===== src/rtl/fmeas_sequencer.sv =====
// Measurement sequencer for ring-oscillator frequency counters: generates the
// counter clear and gate pulses, waits for the counters to settle, snapshots all
// channel counts, then streams one framed, parity-protected word per enabled
// channel on a single serial pin.
module fmeas_sequencer #(
  parameter int unsigned NUM_CH         = 4,
  parameter int unsigned COUNTER_LENGTH = 20,
  parameter int unsigned GATE_BASE      = 4,
  parameter int unsigned SETTLE_CYCLES  = 4,
  parameter bit          ENCODE         = 1'b1
) (
  input  logic                             clk,
  input  logic                             rst_n,
  input  logic                             ena,
  input  logic                             start_i,
  input  logic                             abort_i,
  input  logic                             cont_i,
  input  logic [1:0]                       gate_sel_i,
  input  logic [NUM_CH-1:0]                ch_mask_i,
  input  logic [NUM_CH*COUNTER_LENGTH-1:0] counts_i,
  output logic                             ctr_reset_o,
  output logic                             gate_o,
  output logic                             sdata_o,
  output logic                             sframe_o,
  output logic                             busy_o,
  output logic                             done_o
);

  localparam int unsigned CH_W         = (NUM_CH > 1) ? $clog2(NUM_CH) : 1;
  localparam int unsigned FRAME_W      = 4 + CH_W + COUNTER_LENGTH + 1;
  localparam int unsigned POS_W        = $clog2(FRAME_W);
  // Gate timer must hold 2^(GATE_BASE+3); settle timer must hold SETTLE_CYCLES.
  localparam int unsigned GATE_TMR_W   = GATE_BASE + 4;
  localparam int unsigned SETTLE_TMR_W = $clog2(SETTLE_CYCLES + 1);
  localparam int unsigned TMR_W        = (GATE_TMR_W > SETTLE_TMR_W) ? GATE_TMR_W : SETTLE_TMR_W;

  typedef enum logic [2:0] {
    StIdle,
    StClear,
    StGate,
    StSettle,
    StCapture,
    StShift,
    StDone
  } state_e;

  state_e                    r_state, w_state_d;
  logic [TMR_W-1:0]          r_timer, w_timer_d;
  logic [1:0]                r_gate_sel, w_gate_sel_d;
  logic [POS_W-1:0]          r_pos, w_pos_d;
  logic [CH_W-1:0]           r_ch, w_ch_d;
  logic [NUM_CH-1:0]         r_mask, w_mask_d;
  logic [COUNTER_LENGTH-1:0] r_counts [NUM_CH];
  logic                      r_bit, w_bit_d;
  logic                      w_capture;
  logic                      r_ctr_reset, r_gate, r_sframe, r_busy, r_done;

  logic [TMR_W-1:0]          w_gate_load;
  logic [POS_W-1:0]          w_pos_inc;
  logic [COUNTER_LENGTH-1:0] w_cur_count;
  logic [FRAME_W-1:0]        w_frame;
  logic [FRAME_W-1:0]        w_frame_rev;
  logic [CH_W-1:0]           w_first_ch;
  logic [CH_W-1:0]           w_nxt_ch;
  logic                      w_nxt_found;

  assign w_gate_load = (TMR_W'(1) << (GATE_BASE + 32'(r_gate_sel))) - TMR_W'(1);
  assign w_pos_inc   = r_pos + POS_W'(1);

  // Current frame and channel search helpers; frame bit i of w_frame_rev is the i-th bit sent.
  always_comb begin
    w_cur_count = r_counts[r_ch];
    w_frame     = {4'b1010, r_ch, w_cur_count, ^{r_ch, w_cur_count}};
    w_frame_rev = '0;
    for (int i = 0; i < int'(FRAME_W); i++) begin
      w_frame_rev[i] = w_frame[int'(FRAME_W) - 1 - i];
    end
    w_first_ch  = '0;
    w_nxt_ch    = '0;
    w_nxt_found = 1'b0;
    // Descending scans so the lowest qualifying index wins.
    for (int k = int'(NUM_CH) - 1; k >= 0; k--) begin
      if (ch_mask_i[k]) begin
        w_first_ch = CH_W'(k);
      end
      if (r_mask[k] && (k > int'(r_ch))) begin
        w_nxt_found = 1'b1;
        w_nxt_ch    = CH_W'(k);
      end
    end
  end

  // Next-state logic: sequencing timers, bit pointer and next raw serial bit.
  always_comb begin
    w_state_d    = r_state;
    w_timer_d    = r_timer;
    w_gate_sel_d = r_gate_sel;
    w_pos_d      = r_pos;
    w_ch_d       = r_ch;
    w_mask_d     = r_mask;
    w_bit_d      = 1'b0;
    w_capture    = 1'b0;
    unique case (r_state)
      StIdle: begin
        if (start_i) begin
          w_state_d    = StClear;
          w_timer_d    = TMR_W'(1);
          w_gate_sel_d = gate_sel_i;
        end
      end
      StClear: begin
        if (r_timer == '0) begin
          w_state_d = StGate;
          w_timer_d = w_gate_load;
        end else begin
          w_timer_d = r_timer - TMR_W'(1);
        end
      end
      StGate: begin
        if (r_timer == '0) begin
          w_state_d = StSettle;
          w_timer_d = TMR_W'(SETTLE_CYCLES - 1);
        end else begin
          w_timer_d = r_timer - TMR_W'(1);
        end
      end
      StSettle: begin
        if (r_timer == '0) begin
          w_state_d = StCapture;
        end else begin
          w_timer_d = r_timer - TMR_W'(1);
        end
      end
      StCapture: begin
        w_capture = 1'b1;
        w_mask_d  = ch_mask_i;
        if (|ch_mask_i) begin
          w_state_d = StShift;
          w_pos_d   = '0;
          w_ch_d    = w_first_ch;
          w_bit_d   = 1'b1;  // every frame opens with the header MSB
        end else begin
          w_state_d = StDone;
        end
      end
      StShift: begin
        if (r_pos == POS_W'(FRAME_W - 1)) begin
          if (w_nxt_found) begin
            w_ch_d  = w_nxt_ch;
            w_pos_d = '0;
            w_bit_d = 1'b1;
          end else begin
            w_state_d = StDone;
          end
        end else begin
          w_pos_d = w_pos_inc;
          w_bit_d = w_frame_rev[w_pos_inc];
        end
      end
      StDone: begin
        if (cont_i) begin
          w_state_d = StClear;
          w_timer_d = TMR_W'(1);
        end else begin
          w_state_d = StIdle;
        end
      end
      default: w_state_d = StIdle;
    endcase
    if (abort_i) begin
      w_state_d = StIdle;
      w_bit_d   = 1'b0;
    end
  end

  // State, timers and registered outputs; everything holds while ena is low.
  always_ff @(posedge clk or negedge rst_n) begin
    if (!rst_n) begin
      r_state     <= StIdle;
      r_timer     <= '0;
      r_gate_sel  <= '0;
      r_pos       <= '0;
      r_ch        <= '0;
      r_mask      <= '0;
      r_bit       <= 1'b0;
      r_ctr_reset <= 1'b0;
      r_gate      <= 1'b0;
      r_sframe    <= 1'b0;
      r_busy      <= 1'b0;
      r_done      <= 1'b0;
    end else if (ena) begin
      r_state     <= w_state_d;
      r_timer     <= w_timer_d;
      r_gate_sel  <= w_gate_sel_d;
      r_pos       <= w_pos_d;
      r_ch        <= w_ch_d;
      r_mask      <= w_mask_d;
      r_bit       <= w_bit_d;
      r_ctr_reset <= (w_state_d == StClear);
      r_gate      <= (w_state_d == StGate);
      r_sframe    <= (w_state_d == StShift);
      r_busy      <= (w_state_d != StIdle);
      r_done      <= (w_state_d == StDone);
    end
  end

  // Count snapshot taken once per measurement, in the capture cycle.
  always_ff @(posedge clk or negedge rst_n) begin
    if (!rst_n) begin
      for (int k = 0; k < int'(NUM_CH); k++) begin
        r_counts[k] <= '0;
      end
    end else if (ena && w_capture) begin
      for (int k = 0; k < int'(NUM_CH); k++) begin
        r_counts[k] <= counts_i[k*COUNTER_LENGTH +: COUNTER_LENGTH];
      end
    end
  end

  assign ctr_reset_o = r_ctr_reset;
  assign gate_o      = r_gate;
  assign sframe_o    = r_sframe;
  assign busy_o      = r_busy;
  assign done_o      = r_done;
  // Clock-embedded line code: the raw bit is XORed with the running clock.
  assign sdata_o     = ENCODE ? (r_bit ^ clk) : r_bit;

endmodule


===== config.mk =====
export PLATFORM = sky130hd
export DESIGN_NAME = fmeas_sequencer
export DESIGN_NICKNAME = d
export VERILOG_FILES = /design/src/rtl/fmeas_sequencer.sv
export SDC_FILE = /design/constraint.sdc
export NUM_CORES = 1
export LEC_CHECK = 0
export ABC_CLOCK_PERIOD_IN_PS = 3900
export BUFFER_PORTS_ARGS = -buffer_cell sky130_fd_sc_hd__clkbuf_2
export CORE_ASPECT_RATIO = 1.25
export CORE_MARGIN = 5
export CORE_UTILIZATION = 57
export CTS_CLUSTER_DIAMETER = 40
export DETAILED_ROUTE_END_ITERATION = 10
export PLACE_DENSITY = 0.8
export REMOVE_ABC_BUFFERS = 1
export SYNTH_ARGS = -nofsm -noshare
export SYNTH_HDL_FRONTEND = slang
export SYNTH_SLANG_ARGS = --single-unit
export TNS_END_PERCENT = 5

===== constraint.sdc =====
create_clock -name clk -period 3.9 [get_ports clk]
set_clock_uncertainty 0.15 [all_clocks]
set_input_delay 0.975 -clock clk [delete_from_list [all_inputs] [get_ports clk]]
set_output_delay 0.975 -clock clk [all_outputs]
set_load 0.1 [all_outputs]

==> results.cfg <==
[outcome]
outcome = finished, final reports clean

[grt]
grt_max_degree = 79
grt.total_usage_pct = 22.2
grt_pass1_wl_mm = 21.2
overflow = 0
antenna_found_initial = 0
grt_pass1_vias = 4410

[power]
pwr-share-seq_pct = 33.3
p_int_mw = 4.04
power.switching_mw = 2.20
power_frac_clock_pct = 19.9
p_comb_share_pct = 46.8
ir_worst_vdd_mv = 0.683
swShare_pct = 35.3
p_leak_nw = 3.16
power_mw = 6.23
power_density_nw_per_um2 = 919

[setup_path]
crit_fanout = 2
r2r_setup_slack_ps = 590
startpoint_type = clock port
crit_end = sdata_o
r2r_cells = 10
critPathLaunch = clk
worstSetupPathType = clock port to output pin
crit_required_ps = 2770
r2r-start = r_ch[0]
r2r-end = r_bit
cp-end-kind = output pin
cp.arrival_ps = 2690

[job]
drv_cap = 0

[timing]
worstMarginPinSlew_ps = 748
final_max_slew_viol_count = 0
setup_slack_ps = 83.1
rsz0062_at_grt = false
finalHoldViolations = 0
slew_headroom_pct = 49.8
setup_violations = 0

[floorplanning]
placementRows = 41
initial_core_util_pct = 57.8
dieWidth_um = 100
ios = 98
core_area_um2 = 10100
die_height_um = 123
dieArea_um2 = 12300

[route]
ant_nets = 0
dr.first_iter.drc_count = 273
routed_wl_mm = 12.6
post_drt_wl_per_cell_um = 18.3
dr.pass1.iters = 4
avgViaCountPerCell = 5.87
drc_errors = 0
num_vias = 4036

[synth]
async_reset_ff_share_pct = 100
synth-main-ff-cell = dfrtp_1
syn_area_per_cell_um2 = 12.6
ys_warn_count = 0
syn_area_um2 = 5810
ys_seq_area_share_pct = 46.9
netlist_instances = 462
netlist-cell-type-count = 47
synth_edf_count = 0
ys_ff_latch = 109

[place]
dp_hpwl_mm = 9.30
dp_slack_ps = 243
io_buffers = 97
place_congestion = 0.915

[finish]
fin_nets = 651
drive_above_1_share_pct = 40.9
area_delta_synth_final_pct = 16.7
final_common_cell = dfrtp_1
layout_common_cells = 109 x dfrtp_1, 95 x clkbuf_2, 87 x mux2_2
post-route-util_pct = 67.4
diodes = 0

[clock_tree]
tritoncts = done
postCtsSetupBuffers = 0
clk-insertion-delay-late_ps = 460
clkTransAtPathRegs_ps = 70
cts-hold-fix-buffers = 0

[min_path]
hold_path.class = input pin to asynchronous set/reset pin
[power groups by stage]
stage / combinational, mW / clock, mW / sequential, mW
2_1_floorplan: 2.30 / 0.0885 / 2.06
3_3_place_gp: 2.81 / 0.103 / 2.05
3_5_place_dp: 2.91 / 0.103 / 2.10
4_1_cts: 2.94 / 1.26 / 2.08
5_1_grt: 3.19 / 1.30 / 2.14
6_report: 2.92 / 1.24 / 2.08
[cells by family (layout without fill, tap and decap cells)]
kind of cell             Yosys count  in the layout  share of synthesized area (%)
AO/OA/AOI/OAI                     70             70                           7.10
buffers and inverters             44            140                           3.79
flip-flops                       109            109                           46.9
adder cells (fa/ha/maj)            6              6                           1.29
multiplexers                     120            120                           28.5
XOR/XNOR                          33             33                           5.34
AND/OR/NAND/NOR                   80             80                           7.04
[through the flow]
stage,hold slack (ps),TNS [ps],area (µm²),instances
floorplan,286,-605,5660,437
global placement,316,0,6380,668
detailed placement,330,0,6380,668
CTS,309,0,6780,687
global route,336,0,6780,687
finish,297,0,6780,687
[critical path: stages]
cell	delay, ps
clkbuf_16	120
clkbuf_16	130
xor2_1	210
clkbuf_8	280
[layer usage]
| metal | up-vias | routed length (µm) | track usage [%] |
|---|---|---|---|
| met5 | - | 0 | 0 |
| li1 | 1869 | - | - |
| met2 | 120 | 6840 | 39.5 |
| met1 | 2027 | 4870 | 26.1 |
| met3 | 20 | 676 | 4.46 |
| met4 | 0 | 216 | 9.18 |
[worst min path at each step]
stage                              end        from  cells past startpoint  slack [ps]
after floorplan             r_timer[7]  r_timer[7]                      1         290
after global placement      r_timer[7]  r_timer[7]                      1         320
after detailed placement    r_timer[7]  r_timer[7]                      1         330
after CTS                 r_counts[73]       rst_n                      1         310
after global routing      r_counts[70]       rst_n                      1         340
final                     r_counts[70]       rst_n                      1         300
[synth_stat cells (all sizes together), types with 6 or more instances]
cell type  number  area share, %
xnor2          19            3.0
nor2           21            1.4
xor2           13            2.0
inv            19            1.2
a21oi          21            1.8
nand3           9           0.77
mux2i           8            1.4
nand2b          7           0.75
nand2          15           0.97
o21ai          24            2.1
clkbuf         20            1.6
mux4           25             10
ha              6            1.3
dfrtp         109             47
a31oi           6           0.65
mux2           87             17
[flip-flops by register name, indices dropped and copies added (netlist names), 2 cells and up]
register    cells
r_counts       80
r_timer         8
r_pos           5
r_mask          3
r_state         3
r_ch            2
r_gate_sel      2
[cell type report]
type / instances / area (µm²)
fillers: 752 / 3270
multi-input cells: 309 / 2870
flip-flops and latches: 109 / 2730
repair buffers: 101 / 546
clock buffers: 15 / 342
well taps: 129 / 161
inverters: 19 / 71.3
clock inverters: 5 / 65.1
[repair_timing]
action / CTS / global route
endpoints found under the setup margin: 1 / 0
hold endpoints to repair: 0 / 0
resized for setup: 2 / 0
Note: power is estimated with default switching activity, not from simulation.
